$ cat config.mk
export PLATFORM = sky130hd
export DESIGN_NAME = instr_encoder
export DESIGN_NICKNAME = d
export VERILOG_FILES = /design/src/rtl/instr_encoder.sv
export SDC_FILE = /design/constraint.sdc
export NUM_CORES = 1
export LEC_CHECK = 0
export CORE_ASPECT_RATIO = 0.75
export CORE_MARGIN = 2
export CORE_UTILIZATION = 35
export CTS_CLUSTER_DIAMETER = 150
export DETAILED_ROUTE_END_ITERATION = 6
export PLACE_DENSITY = 0.76
export SLEW_MARGIN = 40
export SYNTH_ARGS = -nofsm -noshare
export SYNTH_HDL_FRONTEND = slang
export SYNTH_SLANG_ARGS = --single-unit
$ cat constraint.sdc
create_clock -name clk -period 1.85 [get_ports clk]
set_input_delay 0.185 -clock clk [delete_from_list [all_inputs] [get_ports clk]]
set_output_delay 0.185 -clock clk [all_outputs]
set_load 0.02 [all_outputs]
$ cat src/rtl/instr_encoder.sv
// instr_encoder
// Packs symbolic MIPS-subset instructions (addu, subu, ori, lw, sw, beq, j,
// lui) into 32-bit words. Each word is held in a single-entry output register
// and streamed to instruction memory. The memory word address auto-increments
// from BASE_ADDR and wraps; the written-word count saturates the input at DEPTH.
//
// state      | meaning
// -----------+---------------------------------------------------------------
// ST_EMPTY   | output register free, no write presented
// ST_PENDING | encoded word presented on wr_*, waiting for wr_ready
module instr_encoder #(
  parameter int unsigned       ADDR_W    = 10,
  parameter logic [ADDR_W-1:0] BASE_ADDR = '0
) (
  input  logic              clk,
  input  logic              rst_n,
  input  logic              start,
  input  logic              in_valid,
  output logic              in_ready,
  input  logic [3:0]        in_op,
  input  logic [4:0]        in_rs,
  input  logic [4:0]        in_rt,
  input  logic [4:0]        in_rd,
  input  logic [15:0]       in_imm,
  input  logic [25:0]       in_target,
  output logic              wr_en,
  input  logic              wr_ready,
  output logic [ADDR_W-1:0] wr_addr,
  output logic [31:0]       wr_data,
  output logic [ADDR_W:0]   count,
  output logic              full,
  output logic              err
);

  // Symbolic operation codes on in_op
  localparam logic [3:0] OP_ADDU = 4'd0;
  localparam logic [3:0] OP_SUBU = 4'd1;
  localparam logic [3:0] OP_ORI  = 4'd2;
  localparam logic [3:0] OP_LW   = 4'd3;
  localparam logic [3:0] OP_SW   = 4'd4;
  localparam logic [3:0] OP_BEQ  = 4'd5;
  localparam logic [3:0] OP_J    = 4'd6;
  localparam logic [3:0] OP_LUI  = 4'd7;

  // MIPS primary opcodes and R-type function codes
  localparam logic [5:0] MIPS_RTYPE = 6'b000000;
  localparam logic [5:0] MIPS_ORI   = 6'b001101;
  localparam logic [5:0] MIPS_LW    = 6'b100011;
  localparam logic [5:0] MIPS_SW    = 6'b101011;
  localparam logic [5:0] MIPS_BEQ   = 6'b000100;
  localparam logic [5:0] MIPS_J     = 6'b000010;
  localparam logic [5:0] MIPS_LUI   = 6'b001111;
  localparam logic [5:0] FUNCT_ADDU = 6'b100001;
  localparam logic [5:0] FUNCT_SUBU = 6'b100011;

  // Capacity in count width, and in one extra bit so count + pending cannot overflow
  localparam logic [ADDR_W:0]   DEPTH_C  = {1'b1, {ADDR_W{1'b0}}};
  localparam logic [ADDR_W+1:0] DEPTH_X  = {2'b01, {ADDR_W{1'b0}}};
  localparam logic [ADDR_W:0]   CNT_ONE  = {{ADDR_W{1'b0}}, 1'b1};
  localparam logic [ADDR_W-1:0] ADDR_ONE = {{(ADDR_W-1){1'b0}}, 1'b1};

  typedef enum logic {
    ST_EMPTY   = 1'b0,
    ST_PENDING = 1'b1
  } state_t;

  state_t              r_state;
  logic [31:0]         r_data;
  logic [ADDR_W:0]     r_count;
  logic [ADDR_W-1:0]   r_addr;
  logic                r_err;

  logic [31:0]         w_enc;
  logic                w_legal;
  logic                w_pending;
  logic                w_done;
  logic                w_room;
  logic                w_ready;
  logic                w_accept;
  logic [ADDR_W+1:0]   w_occupancy;

  // Field packing for the supported subset; unused fields are dropped
  always_comb begin
    w_enc   = '0;
    w_legal = 1'b1;
    case (in_op)
      OP_ADDU: w_enc = {MIPS_RTYPE, in_rs, in_rt, in_rd, 5'b00000, FUNCT_ADDU};
      OP_SUBU: w_enc = {MIPS_RTYPE, in_rs, in_rt, in_rd, 5'b00000, FUNCT_SUBU};
      OP_ORI:  w_enc = {MIPS_ORI, in_rs, in_rt, in_imm};
      OP_LW:   w_enc = {MIPS_LW, in_rs, in_rt, in_imm};
      OP_SW:   w_enc = {MIPS_SW, in_rs, in_rt, in_imm};
      OP_BEQ:  w_enc = {MIPS_BEQ, in_rs, in_rt, in_imm};
      OP_J:    w_enc = {MIPS_J, in_target};
      OP_LUI:  w_enc = {MIPS_LUI, 5'b00000, in_rt, in_imm};
      default: w_legal = 1'b0;
    endcase
  end

  // Handshake: a slot is free when empty or the pending word leaves this cycle,
  // and the words already written plus the one in flight must stay below DEPTH
  always_comb begin
    w_pending   = (r_state == ST_PENDING);
    w_done      = w_pending && wr_ready;
    w_occupancy = {1'b0, r_count} + {{(ADDR_W+1){1'b0}}, w_pending};
    w_room      = (w_occupancy < DEPTH_X);
    w_ready     = !start && (!w_pending || wr_ready) && w_room;
    w_accept    = in_valid && w_ready;
  end

  // Output register FSM with address, count and sticky error tracking; start
  // overrides every other event, including a completion on the same edge
  always_ff @(posedge clk or negedge rst_n) begin
    if (!rst_n) begin
      r_state <= ST_EMPTY;
      r_data  <= '0;
      r_count <= '0;
      r_addr  <= BASE_ADDR;
      r_err   <= 1'b0;
    end else if (start) begin
      r_state <= ST_EMPTY;
      r_count <= '0;
      r_addr  <= BASE_ADDR;
      r_err   <= 1'b0;
    end else begin
      if (w_done) begin
        r_count <= r_count + CNT_ONE;
        r_addr  <= r_addr + ADDR_ONE;
      end
      case (r_state)
        ST_EMPTY: begin
          if (w_accept) begin
            if (w_legal) begin
              r_state <= ST_PENDING;
              r_data  <= w_enc;
            end else begin
              r_err <= 1'b1;
            end
          end
        end
        ST_PENDING: begin
          if (w_accept && w_legal) begin
            r_data <= w_enc;
          end else if (w_done) begin
            r_state <= ST_EMPTY;
          end
          if (w_accept && !w_legal) begin
            r_err <= 1'b1;
          end
        end
        default: r_state <= ST_EMPTY;
      endcase
    end
  end

  // Outputs straight from state registers
  always_comb begin
    in_ready = w_ready;
    wr_en    = w_pending;
    wr_addr  = r_addr;
    wr_data  = r_data;
    count    = r_count;
    full     = (r_count == DEPTH_C);
    err      = r_err;
  end

endmodule

-- Yosys cells after proc, flatten, opt, wreduce, memory -nomap -nowiden
Index checks and enable logic that the tools add are counted.
- add/subtract/negate cells: 3
- $lt $le $gt $ge: 1
- equality and inequality tests: 14
- mux-type cells: 21
- bitwise logic cells: 2
- reductions and logical operators: 15
- operators by type and width (operator ; count):
    one-hot mux 32 bit (8 select lines) ; 1
    two-way mux 32 bit ; 3
    one-hot mux 32 bit (2 select lines) ; 1
    two-way mux 11 bit ; 2
    two-way mux 10 bit ; 2
    == test 4 x 3 -> 1 bit, second input constant ; 4
    adder 11 x 1 -> 12 bit ; 1
    less-than comparator 12 x 11 -> 1 bit, second input constant ; 1
    adder 11 x 1 -> 11 bit, second input constant ; 1
    == test 11 bit, second input constant ; 1
    adder 10 x 1 -> 10 bit, second input constant ; 1
    two-way mux 1 bit ; 10
    == test 4 x 2 -> 1 bit, second input constant ; 2
    OR reduction 8 bit ; 1
    logical AND 1 bit ; 6
    inequality test 3 bit, second input constant ; 2
    == test 4 x 1 -> 1 bit, second input constant ; 1
    zero test 4 bit ; 1
    inequality test 2 bit, second input constant ; 2
    one-hot mux 1 bit (2 select lines) ; 2
    AND reduction 4 bit ; 1
    zero test 1 bit ; 3
    inequality test 3 x 2 -> 1 bit, second input constant ; 1
    AND reduction 3 bit ; 1
    4 further kinds ; 5
- flip-flop bits (word level): 55
- input bits: 66
- output and inout port bits: 57
- logic and storage cells: 61

-- Depth between registers and ports, before layout
- depth after elaboration: 9
- mapped depth: 6
- mapped depth without buffers: 5

-- Worst setup path after synthesis
OpenSTA, ideal clock, no wires.
- kind: register -> register
- start: register r_state (netlist: wr_en)
- end: register r_data[10] (netlist: wr_data[10])
- setup time: 125 ps
- arrival time: 1700 ps
- required time: 1725 ps
- path slack: 25 ps
- cell stages (with the launch flop): 7
- buffers on the path: 2
- clock period less this slack: 1825 ps
- path through: dfrtp_1 -> clkbuf_1 -> nand2_1 -> nor4_4 -> nor4b_4 -> buf_6 -> mux2_4
- longest elaborated chain between the ends: 8
- elaborated cells on any way between the ends: 14
- classes of those cells: add/sub (1); order compare (1); eq/ne (3); mux (1); bitwise (1); reduce/logical (7)
- RTL lines (item ; RTL line ; source):
    start: declaration ; 67 ; state_t r_state;
    start signal: assignment ; 114 ; r_state <= ST_EMPTY;
    start signal: assignment ; 120 ; r_state <= ST_EMPTY;
    start signal: assignment ; 133 ; r_state <= ST_PENDING;
    branches (longest 8 deep; another with adder 11 x 1 -> 12 bit) ; n/a ;
    end signal: assignment ; 134 ; r_data <= w_enc;
    end signal: assignment ; 142 ; r_data <= w_enc;
    end: declaration ; 68 ; logic [31:0] r_data;
Parallel ways; which one is timed is not known.
A chain may end at the register's enable or synchronous reset.

-- Final worst setup path
- start: register r_state (netlist: wr_en)
- end: register r_data[5] (netlist: wr_data[5])
Same word-level chain as after synthesis.

==> metrics.cfg <==
[route]
drt_wl_total_um=8329
vias_per_cell=4.959
drtAntennaViolNets=0
drtIter0Drc=116
drc=0
drt_first_pass_iters=4
wire_per_inst_um=15.66
vias=2638

[place]
dpl_worst_slack_ns=-0.1716
placed_area_mm2=0.004571
hpwl_um=6256
place.port_buffers=121
place_congestion=0.8088

[global_routing]
antenna_found_initial=0
grt_overflow=0
grt_pass1_vias=2783
grt_usage=0.1770
grt_pass1_wl_um=13570
grt_max_degree=32

[power]
switching_power_uw=920.8
p_clk_frac=0.308
ir_drop_mv=0.4972
pwr_density_cell_mw_per_mm2=712.0
power.leakage_uw=0.002123
p_comb_frac=0.290
seqPwrFrac=0.401
swShare=0.2663
cell_internal_pwr_uw=2537

[clock_tree]
clockRootBuffer=clkbuf_16
numCtsBuffers=5
clockBufferDepth=2
clock_sinks=54
cts.clk_slew.worst_paths_ns=0.07
insertion_delay_ns=0.29
cts_tree=built
cts_max_level=2

[logic_synthesis]
seq_area_frac_synth=0.4502
synth_cell_types=42
synth-seq-cells=54
synth_flop_cell=dfrtp_1
synth.yosys.warnings=0
synth_top_cell_area_share=0.4502
synth_area_mm2=0.003002
synthCells=265
ys_top_cells_by_area=dfrtp_1 45%, mux2_4 15%, a22o_1 3.8%
synth_top_cell_by_area=dfrtp_1
synth_edf_count=0
syn_nets=334
syn_area_per_cell_um2=11.33
ys_async_sr_fraction=1.000

[timing]
tns_ns=0
final-max-slew-violation-count=0
rsz0062_at_grt=yes
finalSetupViolations=0
hold_viol=0
fin_ws_ns=0.07974
post-route-period-util=0.9569
finalCriticalPeriod_ns=1.770
max_slew_margin=0.5788
fmax_mhz=564.9
clock_skew_ns=0.006205
tightest_slew_ns=0.6318

[floorplanning]
initial_utilization=0.3581
rows=29
core_mm2=0.008382
dieArea_mm2=0.009341
dieHeight_um=84.20
io_pins=123
die_w_um=110.9

[critical_path]
criticalPathCategory=reg2reg
worst-path-max-fanout=8
crit_path_end_kind=flop
arrival_ns=1.95
cp-start-kind=flop
cp.required_ns=2.02

[cells_and_area]
fillers=719
layout_commonest_cell=clkdlybuf4s50_1
final_cell_area_mm2=0.004856
area_growth_pct=61.78
final_util=0.5793
num_antenna_cells=0
final_nets=492
final_cell_mix=118 x clkdlybuf4s50_1, 54 x dfrtp_1, 37 x buf_4
layout-drive-gt1-share=0.2288

[outcome]
status=completed

[flow_run]
max_cap_violations=0

[min_path]
holdCritPathClass=in2async

[synth_stat cells (2+ instances only)]
cell type and n:
dfrtp_1 54, mux2_4 29, nor2_1 28, nand2_1 16, a22o_1 13, xnor2_1 10, inv_1 8, nand3_1 8
xor2_1 8, clkbuf_1 7, a21oi_1 6, mux2i_1 6, nor3_1 6, a22oi_1 5, buf_2 5, o2bb2ai_1 5
nand2b_1 4, nor4_1 4, o22ai_1 4, and4_1 3, buf_6 3, ha_1 3, nand4_1 3, nor3b_1 3
o21ai_0 3, a31o_2 2, and3_1 2, mux2_2 2, nor2b_1 2
[per-stage QoR]
stage | power, µW | hold WS (ns) | instances
5_1_grt | 3615 | 0.5299 | 532
2_1_floorplan | 1864 | -0.1106 | 265
6_report | 3457 | 0.4716 | 532
3_5_place_dp | 2397 | 0.2449 | 514
4_1_cts | 3476 | 0.5031 | 524
3_3_place_gp | 2379 | 0.2461 | 514
[sequential cells by signal (all words and copies together), names as in the netlist]
register	cells
wr_data	31
count	11
wr_addr	10
err	1
wr_en	1
[worst max-delay path: stages (launching register included)]
cell and delay [ns]:
dfrtp_1 0.43, nor2b_1 0.16, buf_4 0.14, nor4b_4 0.28, buf_4 0.16, clkbuf_16 0.15
mux2_2 0.33
[power by group through the flow]
| stage | Clock, µW | Sequential (µW) | Combinational, µW |
|---|---|---|---|
| 2_1_floorplan | 0 | 1550 | 311 |
| 3_3_place_gp | 0 | 1410 | 972 |
| 3_5_place_dp | 0 | 1400 | 994 |
| 4_1_cts | 1090 | 1390 | 995 |
| 5_1_grt | 1150 | 1400 | 1060 |
| 6_report | 1070 | 1390 | 1000 |
[routing by layer]
metal	GRT usage	share of wire	vias to the layer above
met5	0	0	-
met4	0.02955	0.0086	0
met3	0.04188	0.056	6
met2	0.2895	0.46	82
met1	0.2458	0.47	1290
li1	-	-	1260
[cell families after synthesis]
group,count (synthesis),synth area share
multiplexers,37,0.1726
buffers and inverters,24,0.04085
XOR/XNOR,18,0.05252
AND/OR/NAND/NOR,89,0.1730
adder cells (fa/ha/maj),3,0.01251
flip-flops,54,0.4502
other,1,0.001249
AO/OA/AOI/OAI,39,0.09712
[layout make-up]
type | instances | area [µm²] | area share
flip-flops and latches | 54 | 1351 | 0.2783
repair buffers | 167 | 1640 | 0.3378
clock inverters | 3 | 43.79 | 0.009018
inverters | 8 | 30.03 | 0.006184
multi-input cells | 187 | 1530 | 0.3151
clock buffers | 5 | 125.1 | 0.02577
well taps | 108 | 135.1 | 0.02783
[what timing repair did]
action	4_1_cts	5_1_grt
setup endpoints to repair	2	32
endpoints found under the hold margin	26	0
hold buffers	1	0
setup buffers	1	6
cloned	0	3
pin swaps	0	3
resized for setup	6	8
[worst paths after layout]
check                      startpoint          end  slack [ns]  depth (start not counted)
setup reg to reg                wr_en   wr_data[5]        0.08                          6
setup / recovery                wr_en   wr_data[5]        0.08                          6
hold / removal                  rst_n  wr_data[23]        0.47                          2
hold reg to reg            wr_data[5]   wr_data[5]        0.51                          1
min in group clk           wr_data[5]   wr_data[5]        0.51                          1
max in group asynchronous       rst_n   wr_addr[6]        0.80                          3
Note: power is estimated with default switching activity, not from simulation.
